$ cat src/rtl/fifo_burst_reader_if.sv
// Handshake and data bundle between the burst reader, its upstream FIFO and the downstream sink.
interface fifo_burst_reader_if #(
    parameter int unsigned DATA_W = 32,
    parameter int unsigned LEN_W  = 6
);
    logic              start;
    logic [LEN_W-1:0]  burst_len;
    logic              abort;
    logic              fifo_empty;
    logic              fifo_rd_en;
    logic [DATA_W-1:0] fifo_data;
    logic              m_valid;
    logic              m_ready;
    logic [DATA_W-1:0] m_data;
    logic              m_last;
    logic              busy;
    logic              done;

    // Reader side: pops the FIFO and drives the output stream.
    modport master (
        input  start, burst_len, abort, fifo_empty, fifo_data, m_ready,
        output fifo_rd_en, m_valid, m_data, m_last, busy, done
    );

    // Environment side: control, FIFO and sink.
    modport slave (
        output start, burst_len, abort, fifo_empty, fifo_data, m_ready,
        input  fifo_rd_en, m_valid, m_data, m_last, busy, done
    );
endinterface

$ cat src/rtl/fifo_burst_reader.sv
// Reads a requested number of words from a one-cycle-latency FIFO and streams
// them out over a valid/ready port through a two-entry skid buffer.
module fifo_burst_reader #(
    parameter int unsigned DATA_W = 32,
    parameter int unsigned LEN_W  = 6
) (
    input  logic                clk,
    input  logic                rst_n,
    fifo_burst_reader_if.master bus
);

    typedef enum logic [1:0] {
        ST_IDLE  = 2'd0,
        ST_READ  = 2'd1,
        ST_DRAIN = 2'd2
    } state_t;

    state_t            state_q, state_d;
    logic [LEN_W-1:0]  issue_q, issue_d;
    logic [LEN_W-1:0]  rem_q, rem_d;
    logic              done_q, done_d;

    logic [DATA_W-1:0] mem_q [2];
    logic              wr_ptr_q, rd_ptr_q;
    logic [1:0]        count_q;
    logic              inflight_q;

    logic              m_valid_c;
    logic              xfer_c;
    logic [1:0]        occ_c;
    logic              rd_en_c;
    logic              abort_hit_c;

    // Buffer occupancy net of the word leaving this cycle, so pops can sustain one word per cycle.
    always_comb begin
        m_valid_c   = (count_q != 2'd0);
        xfer_c      = m_valid_c && bus.m_ready;
        occ_c       = count_q + 2'(inflight_q) - 2'(xfer_c);
        rd_en_c     = (state_q == ST_READ) && !bus.fifo_empty &&
                      (issue_q != '0) && (occ_c < 2'd2);
        abort_hit_c = bus.abort && (state_q != ST_IDLE);
    end

    // Next-state and counter logic.
    always_comb begin
        state_d = state_q;
        issue_d = issue_q;
        rem_d   = rem_q;
        done_d  = 1'b0;
        unique case (state_q)
            ST_IDLE: begin
                if (bus.start) begin
                    if (bus.burst_len != '0) begin
                        state_d = ST_READ;
                        issue_d = bus.burst_len;
                        rem_d   = bus.burst_len;
                    end else begin
                        done_d  = 1'b1;
                    end
                end
            end
            ST_READ: begin
                if (rd_en_c) begin
                    issue_d = issue_q - LEN_W'(1);
                    if (issue_q == LEN_W'(1)) begin
                        state_d = ST_DRAIN;
                    end
                end
                if (xfer_c && (rem_q != '0)) begin
                    rem_d = rem_q - LEN_W'(1);
                end
            end
            ST_DRAIN: begin
                if (xfer_c && (rem_q != '0)) begin
                    rem_d = rem_q - LEN_W'(1);
                    if (rem_q == LEN_W'(1)) begin
                        state_d = ST_IDLE;
                        done_d  = 1'b1;
                    end
                end
            end
            default: begin
                state_d = ST_IDLE;
                issue_d = '0;
                rem_d   = '0;
            end
        endcase
        if (abort_hit_c) begin
            state_d = ST_IDLE;
            issue_d = '0;
            rem_d   = '0;
            done_d  = 1'b1;
        end
    end

    // Control state register.
    always_ff @(posedge clk or negedge rst_n) begin
        if (!rst_n) begin
            state_q <= ST_IDLE;
            issue_q <= '0;
            rem_q   <= '0;
            done_q  <= 1'b0;
        end else begin
            state_q <= state_d;
            issue_q <= issue_d;
            rem_q   <= rem_d;
            done_q  <= done_d;
        end
    end

    // Skid buffer: captures FIFO data one cycle after each pop, releases in order.
    always_ff @(posedge clk or negedge rst_n) begin
        if (!rst_n) begin
            mem_q[0]   <= '0;
            mem_q[1]   <= '0;
            wr_ptr_q   <= 1'b0;
            rd_ptr_q   <= 1'b0;
            count_q    <= 2'd0;
            inflight_q <= 1'b0;
        end else if (abort_hit_c) begin
            wr_ptr_q   <= 1'b0;
            rd_ptr_q   <= 1'b0;
            count_q    <= 2'd0;
            inflight_q <= 1'b0;
        end else begin
            if (inflight_q) begin
                mem_q[wr_ptr_q] <= bus.fifo_data;
                wr_ptr_q        <= ~wr_ptr_q;
            end
            if (xfer_c) begin
                rd_ptr_q <= ~rd_ptr_q;
            end
            count_q    <= count_q + 2'(inflight_q) - 2'(xfer_c);
            inflight_q <= rd_en_c;
        end
    end

    // Output decode.
    assign bus.fifo_rd_en = rd_en_c;
    assign bus.m_valid    = m_valid_c;
    assign bus.m_data     = mem_q[rd_ptr_q];
    assign bus.m_last     = m_valid_c && (rem_q == LEN_W'(1));
    assign bus.busy       = (state_q != ST_IDLE);
    assign bus.done       = done_q;

endmodule
$ cat src/flat_wrapper.sv
// flat-port wrapper written by rule: the top's interface ports become plain ports
module fifo_burst_reader_flat 
#(
    parameter int unsigned DATA_W = 32,
    parameter int unsigned LEN_W  = 6
)
  (clk, rst_n, bus_start, bus_burst_len, bus_abort, bus_fifo_empty, bus_fifo_data, bus_m_ready, bus_fifo_rd_en, bus_m_valid, bus_m_data, bus_m_last, bus_busy, bus_done);
  fifo_burst_reader_if #(.DATA_W(DATA_W), .LEN_W(LEN_W)) bus_i ();
  input  logic clk;
  input  logic rst_n;
  input wire logic [$bits(bus_i.start)-1:0] bus_start;
  input wire logic [$bits(bus_i.burst_len)-1:0] bus_burst_len;
  input wire logic [$bits(bus_i.abort)-1:0] bus_abort;
  input wire logic [$bits(bus_i.fifo_empty)-1:0] bus_fifo_empty;
  input wire logic [$bits(bus_i.fifo_data)-1:0] bus_fifo_data;
  input wire logic [$bits(bus_i.m_ready)-1:0] bus_m_ready;
  output wire logic [$bits(bus_i.fifo_rd_en)-1:0] bus_fifo_rd_en;
  output wire logic [$bits(bus_i.m_valid)-1:0] bus_m_valid;
  output wire logic [$bits(bus_i.m_data)-1:0] bus_m_data;
  output wire logic [$bits(bus_i.m_last)-1:0] bus_m_last;
  output wire logic [$bits(bus_i.busy)-1:0] bus_busy;
  output wire logic [$bits(bus_i.done)-1:0] bus_done;
  assign bus_i.start = bus_start;
  assign bus_i.burst_len = bus_burst_len;
  assign bus_i.abort = bus_abort;
  assign bus_i.fifo_empty = bus_fifo_empty;
  assign bus_i.fifo_data = bus_fifo_data;
  assign bus_i.m_ready = bus_m_ready;
  assign bus_fifo_rd_en = bus_i.fifo_rd_en;
  assign bus_m_valid = bus_i.m_valid;
  assign bus_m_data = bus_i.m_data;
  assign bus_m_last = bus_i.m_last;
  assign bus_busy = bus_i.busy;
  assign bus_done = bus_i.done;
  fifo_burst_reader #(.DATA_W(DATA_W), .LEN_W(LEN_W)) u_core (.clk(clk), .rst_n(rst_n), .bus(bus_i));
endmodule
$ cat config.mk
export PLATFORM = sky130hd
export DESIGN_NAME = fifo_burst_reader_flat
export DESIGN_NICKNAME = d
export VERILOG_FILES = /design/src/rtl/fifo_burst_reader_if.sv /design/src/rtl/fifo_burst_reader.sv /design/src/flat_wrapper.sv
export SDC_FILE = /design/constraint.sdc
export NUM_CORES = 1
export LEC_CHECK = 0
export BUFFER_PORTS_ARGS = -buffer_cell sky130_fd_sc_hd__buf_2
export CAP_MARGIN = 10
export CORE_MARGIN = 2
export CORE_UTILIZATION = 35
export CTS_CLUSTER_DIAMETER = 120
export DETAILED_ROUTE_END_ITERATION = 10
export SLEW_MARGIN = 10
export SYNTH_ARGS = -nofsm -noshare
export SYNTH_HDL_FRONTEND = slang
export SYNTH_SLANG_ARGS = --single-unit
$ cat constraint.sdc
create_clock -name clk -period 3.5 [get_ports clk]
set_clock_uncertainty 0.05 [all_clocks]
set_input_delay 0.7 -clock clk [delete_from_list [all_inputs] [get_ports clk]]
set_output_delay 0.7 -clock clk [all_outputs]
set_load 0.005 [all_outputs]
Word level (Yosys, flattened, before mapping)
Index checks and enable logic that the tools add are counted.

word-level totals
  output and inout bits = 37
  ROM bits = 0
  memories = 0
  bits in latches = 0
  bits in registers = 84
  memory bits (writable) = 0
  input bits = 44

operators by class
  muxes and demuxes = 34
  add/subtract/negate cells = 4
  reduce and logical (&&, ||, !) cells = 22
  $mul = 0
  shift-type cells = 0
  bitwise operators = 5
  eq/ne operators = 12
  divide/modulo/power cells = 0
  order comparisons = 4

operators with widths
  operator               count
  $mux W32               4
  $bwmux W64             1
  $mux W6                6
  $demux W32 S1          1
  $pmux W6 S3            1
  $reduce_bool A6 Y1     3
  $mux W2                8
  $eq A6 B1 Y1 const B   2
  $ne A3 B1 Y1 const B   4
  $pmux W6 S2            1
  $sub A6 B1 Y6 const B  2
  $mux W1                10
  $ne A3 B2 Y1 const B   3
  $logic_and A1 B1 Y1    8
  $reduce_bool A2 Y1     4
  $pmux W2 S3            1
  $reduce_and A6 Y1      1
  $ge A2 B2 Y1 const B   2
  $not A1 Y2             2
  $reduce_and A4 Y1      1
  $not A1 Y1             3
  $reduce_and A3 Y1      1
  $add A2 B1 Y2          1
  $eq A2 B1 Y1 const B   1
  other kinds (10)       10

Logic depth before layout (Yosys ltp)
  depth after elaboration = 8
  gate-level depth with buffers = 10
  mapped depth without buffers = 10

Worst setup path after synthesis
Ideal clock, no wire load.

  kind = input-to-reg
  from = input bus_m_ready
  to = register u_core.state_q[0]
  required time = 3.322 ns
  cell stages on the path = 10
  slack = 0.459 ns
  arrival time = 2.864 ns
  cell sequence = o21ai_0 > inv_1 > ha_1 > inv_1 > ha_1 > xor3_1 > a2111oi_4 > o21ai_2 > a311oi_2 > mux2_1

between the ends
  cells in the longest elaborated chain, start to end = 6
  elaborated cells on any way between the ends = 8
  classes of those cells = add/sub: 1; order compare: 1; eq/ne: 2; reduce/logical: 4

RTL lines
  item                                line                      text
  start: declaration                  flat_wrapper.sv:16        input wire logic [$bits(bus_i.m_ready)-1:0] bus_m_ready;
  $logic_and A1 B1 Y1                 fifo_burst_reader.sv:37   xfer_c = m_valid_c && bus.m_ready;
  $sub A2 B1 Y2                       fifo_burst_reader.sv:38   occ_c = count_q + 2'(inflight_q) - 2'(xfer_c);
  $lt A2 B2 Y1                        fifo_burst_reader.sv:40   (issue_q != '0) && (occ_c < 2'd2);
  $logic_and A1 B1 Y1                 fifo_burst_reader.sv:40
  via bus_fifo_rd_en                  flat_wrapper.sv:17        output wire logic [$bits(bus_i.fifo_rd_en)-1:0] bus_fifo_rd_en;
  $ne A3 B2 Y1 (no source line)       n/a
  $reduce_and A6 Y1 (no source line)  n/a
  end signal: assignment              fifo_burst_reader.sv:104  state_q <= state_d;
  end: declaration                    fifo_burst_reader.sv:18   state_t state_q, state_d;

The timed path passes the listed nets, and every way through them passes these cells.
A chain may end at the register's enable or synchronous reset.

Worst setup path after layout
  from = register u_core.count_q[0]
  to = output bus_fifo_rd_en

between the ends
  cells in the longest elaborated chain, start to end = 5
  elaborated cells on any way between the ends = 6
  classes of those cells = add/sub: 2; order compare: 1; reduce/logical: 3

RTL lines
  item                                                                   line                      text
  start: declaration                                                     fifo_burst_reader.sv:25   logic [1:0] count_q;
  start signal: assignment                                               fifo_burst_reader.sv:133  count_q <= count_q + 2'(inflight_q) - 2'(xfer_c);
  parallel branches: the longest is 2 deep, another holds $add A2 B1 Y2  n/a
  $sub A2 B1 Y2 (*)                                                      fifo_burst_reader.sv:38
  $lt A2 B2 Y1 (*)                                                       fifo_burst_reader.sv:40
  $logic_and A1 B1 Y1 (*)                                                fifo_burst_reader.sv:40
  end: declaration                                                       flat_wrapper.sv:17

Every way passes the cells marked *.

==> results.yml <==
cells_and_area:
  instances_no_fill: 559
  fillerInstances: 1084
  fin_area_um2: 5060
  regArea_um2: 2100
  final_net_count: 470
  antenna-diode-count: 0
  layout.cells.most_common_list: "94 x sky130_fd_sc_hd__mux2_2, 84 x sky130_fd_sc_hd__dfrtp_1, 79 x sky130_fd_sc_hd__buf_2"
  post_route_cells_drive_above_1_share_pct: 50.0
  multiInputGateArea_um2: 1970
  layout_commonest_cell: "sky130_fd_sc_hd__mux2_2"
  synthToLayoutAreaGrowth_pct: 21.6
clock_tree:
  clkSlewWorstSetupHoldPaths_ns: 0.06
  tritoncts: "done"
  clock-root-buffer: "sky130_fd_sc_hd__clkbuf_16"
  cts_htree_levels: 3
  cts_setup_buffers: 0
  cts_inserted_buffers: 9
  cts-hold-fix-buffers: 0
  post_cts.resized_instances: 0
  clkSinkCount: 84
  insertion_delay_ns: 0.34
  cts-root-to-sink-buffers: 2
sta:
  timing_worst_slew_pin_value_ns: 1.07
  finalHoldViolations: 0
  finalSetupViolCount: 0
  timing.max_slew.rel_slack_pct: 28.5
  layout_worst_path_cycle_share_pct: 91.5
  grt_setup_unrepaired: "no"
  clock.fmax_mhz: 312
  min_period_ns: 3.20
  slew_violations: 0
  tns_ns: 0
pwr:
  power.static_leakage_uw: 0.00243
  p_sw_uw: 1510
  cell_internal_power_uw: 3060
  clock_power_share_pct: 21.8
  power_frac_seq_pct: 35.7
  p_per_area_nw_per_um2: 902
  switching_share_pct: 33.1
  ir_worst_vdd_v: 0.000412
  combinationalPowerShare_pct: 42.5
yosys:
  yosys-top-cells-area: "sky130_fd_sc_hd__dfrtp_1 50%, sky130_fd_sc_hd__mux2_2 25%, sky130_fd_sc_hd__ha_1 4.2%, sky130_fd_sc_hd__nand2_1 1.3%, sky130_fd_sc_hd__nor2_1 1.3%"
  post_synth.cell_area_avg_um2: 12.8
  synthDominantCellAreaShare_pct: 50.5
  synth.net_count: 384
  ys.warnings.count: 0
  synth.ff_latch_count: 84
  yosysUniqueCellTypes: 47
  seq_area_frac_synth_pct: 50.5
  netlist_instances: 326
  yosys.area.top_type: "sky130_fd_sc_hd__dfrtp_1"
  syn_area_um2: 4170
floorplanning:
  design.die.area_um2: 12800
  core_um2: 11500
  placement_rows: 39
  num_io_pins: 81
  floorplan.die.height_um: 113
  die_outline_width_um: 113
  initial_standard_cell_utilization_of_the_core_pct: 36.2
placed_design:
  buffer_ports.inserted: 80
  place_area_um2: 4760
  dp_hpwl_um: 6000
  placedCellCount: 544
  routabilityCongestion: 0.779
worst_setup_path:
  critical_path.endpoint_type: "output port"
  critical_path_class: "reg2out"
  critical_path_required_time_ns: 2.75
  worstPathArrival_ns: 2.45
  critical_path.max_fanout: 5
  start_kind: "register"
global_routing:
  grt_first_pass_wirelength_um: 14200
  grt.overflow.total: 0
  gr-usage-all-layers_pct: 14.3
  grt_pass1_vias: 2901
  grt_start_max_net_pins: 85
  grt_antenna_before_repair: 0
min_path:
  min-delay-path-class: "reg2reg"
detailed_routing:
  first_pass_iters: 6
  post_drt_wl_per_cell_um: 15.5
  drt_iter0_markers: 153
  detailroute.via_count: 2798
  routed_wl_um: 8650
  final_routed_drc_violation_total: 5
  post_drt_via_cell_ratio: 5.01
  postRouteAntennaNets: 0
outcome:
  status: "finished, violations left"
  failed_checks: "DRC"
flow_run:
  cap_violations: 0
-- synth_stat cells (all sizes together) --
cell	instances
a22oi	2
a211oi	1
xor3	1
a21boi	2
or2	1
buf	3
or3b	1
a31oi	1
o41ai	1
xor2	3
and3	3
or3	1
nand2b	2
a311oi	2
o211ai	1
xnor2	2
nor3	1
o21a	1
mux2i	1
ha	14
or4	2
a21oi	9
nor2	14
clkbuf	9
nand2	15
mux2	98
o31ai	3
inv	13
nand3	4
a2111oi	1
nor2b	4
dfrtp	84
and2	3
nor4	4
nor3b	2
o21ai	16
a41oi	1
-- state kept, by name, indices dropped and copies added (netlist names) --
signal	flops
u_core.mem_q	64
u_core.issue_q	6
u_core.rem_q	6
u_core.count_q	2
u_core.state_q	2
u_core.bus.done	1
u_core.inflight_q	1
u_core.rd_ptr_q	1
u_core.wr_ptr_q	1
-- power by group through the flow --
stage	registers [uW]	logic, uW	clock network (uW)
after floorplan	1570	1420	0
after global placement	1620	1940	0
after detailed placement	1650	1970	0
after CTS	1630	1980	1030
after global routing	1690	2160	1080
final	1630	1940	996
-- stage by stage --
step                setup WS, ns  power (uW)  utilization, %  hold slack, ns
detailed placement         0.232        3620            41.3           0.426
global route               0.123        4920            44.0           0.448
CTS                        0.256        4640            44.0           0.441
finish                     0.297        4570            44.0           0.438
floorplan                  0.459        2990               -           0.354
global placement           0.339        3550            41.3           0.418
-- critical path, cell delays in order, from the launching register on --
cell and delay, ns:
sky130_fd_sc_hd__dfrtp_1 0.38, sky130_fd_sc_hd__o21ai_0 0.23, sky130_fd_sc_hd__inv_1 0.07, sky130_fd_sc_hd__ha_1 0.27, sky130_fd_sc_hd__inv_1 0.06, sky130_fd_sc_hd__ha_1 0.14, sky130_fd_sc_hd__xor3_1 0.27, sky130_fd_sc_hd__a2111oi_4 0.51
sky130_fd_sc_hd__buf_2 0.20
-- cell families (layout without fill, tap and decap cells) --
| logic type | after synthesis | in the layout | share of synthesized area, % |
|---|---|---|---|
| AO/OA/AOI/OAI | 41 | 41 | 6.97 |
| XOR/XNOR | 6 | 6 | 1.62 |
| multiplexers | 99 | 99 | 26.7 |
| adder cells (fa/ha/maj) | 14 | 14 | 4.20 |
| buffers and inverters | 25 | 115 | 2.49 |
| AND/OR/NAND/NOR | 57 | 57 | 7.54 |
| flip-flops | 84 | 84 | 50.5 |
-- worst paths after layout --
check / from / to / slack, ns / depth (start not counted)
min in group asynchronous: rst_n / u_core.mem_q[24] / 0.50 / 1
hold / removal: u_core.mem_q[62] / u_core.mem_q[62] / 0.44 / 1
setup reg to reg: u_core.count_q[0] / u_core.state_q[0] / 0.56 / 10
max in group asynchronous: rst_n / u_core.mem_q[38] / 2.19 / 1
hold reg to reg: u_core.mem_q[62] / u_core.mem_q[62] / 0.44 / 1
setup / recovery: u_core.count_q[0] / bus_fifo_rd_en / 0.30 / 8
-- final cells by class --
type                       count  share of cell area (%)
tap                          143                    3.53
timing repair buffer          87                    8.99
clock inverter                 4                    1.46
inverter                      13                   0.963
sequential                    84                    41.5
clock buffer                  11                    4.59
multi-input combinational    217                    39.0
-- metal layers --
metal / wire, um / GRT usage [%] / vias to the layer above / share of wire, %
met3: 440 / 3.86 / 8 / 5.1
met4: 146 / 6.02 / 0 / 1.7
met5: 0 / 0 / - / 0
li1: - / - / 1331 / -
met1: 4040 / 18.1 / 1402 / 47
met2: 4020 / 23.1 / 57 / 46
Power figures use the tool's default switching activity.
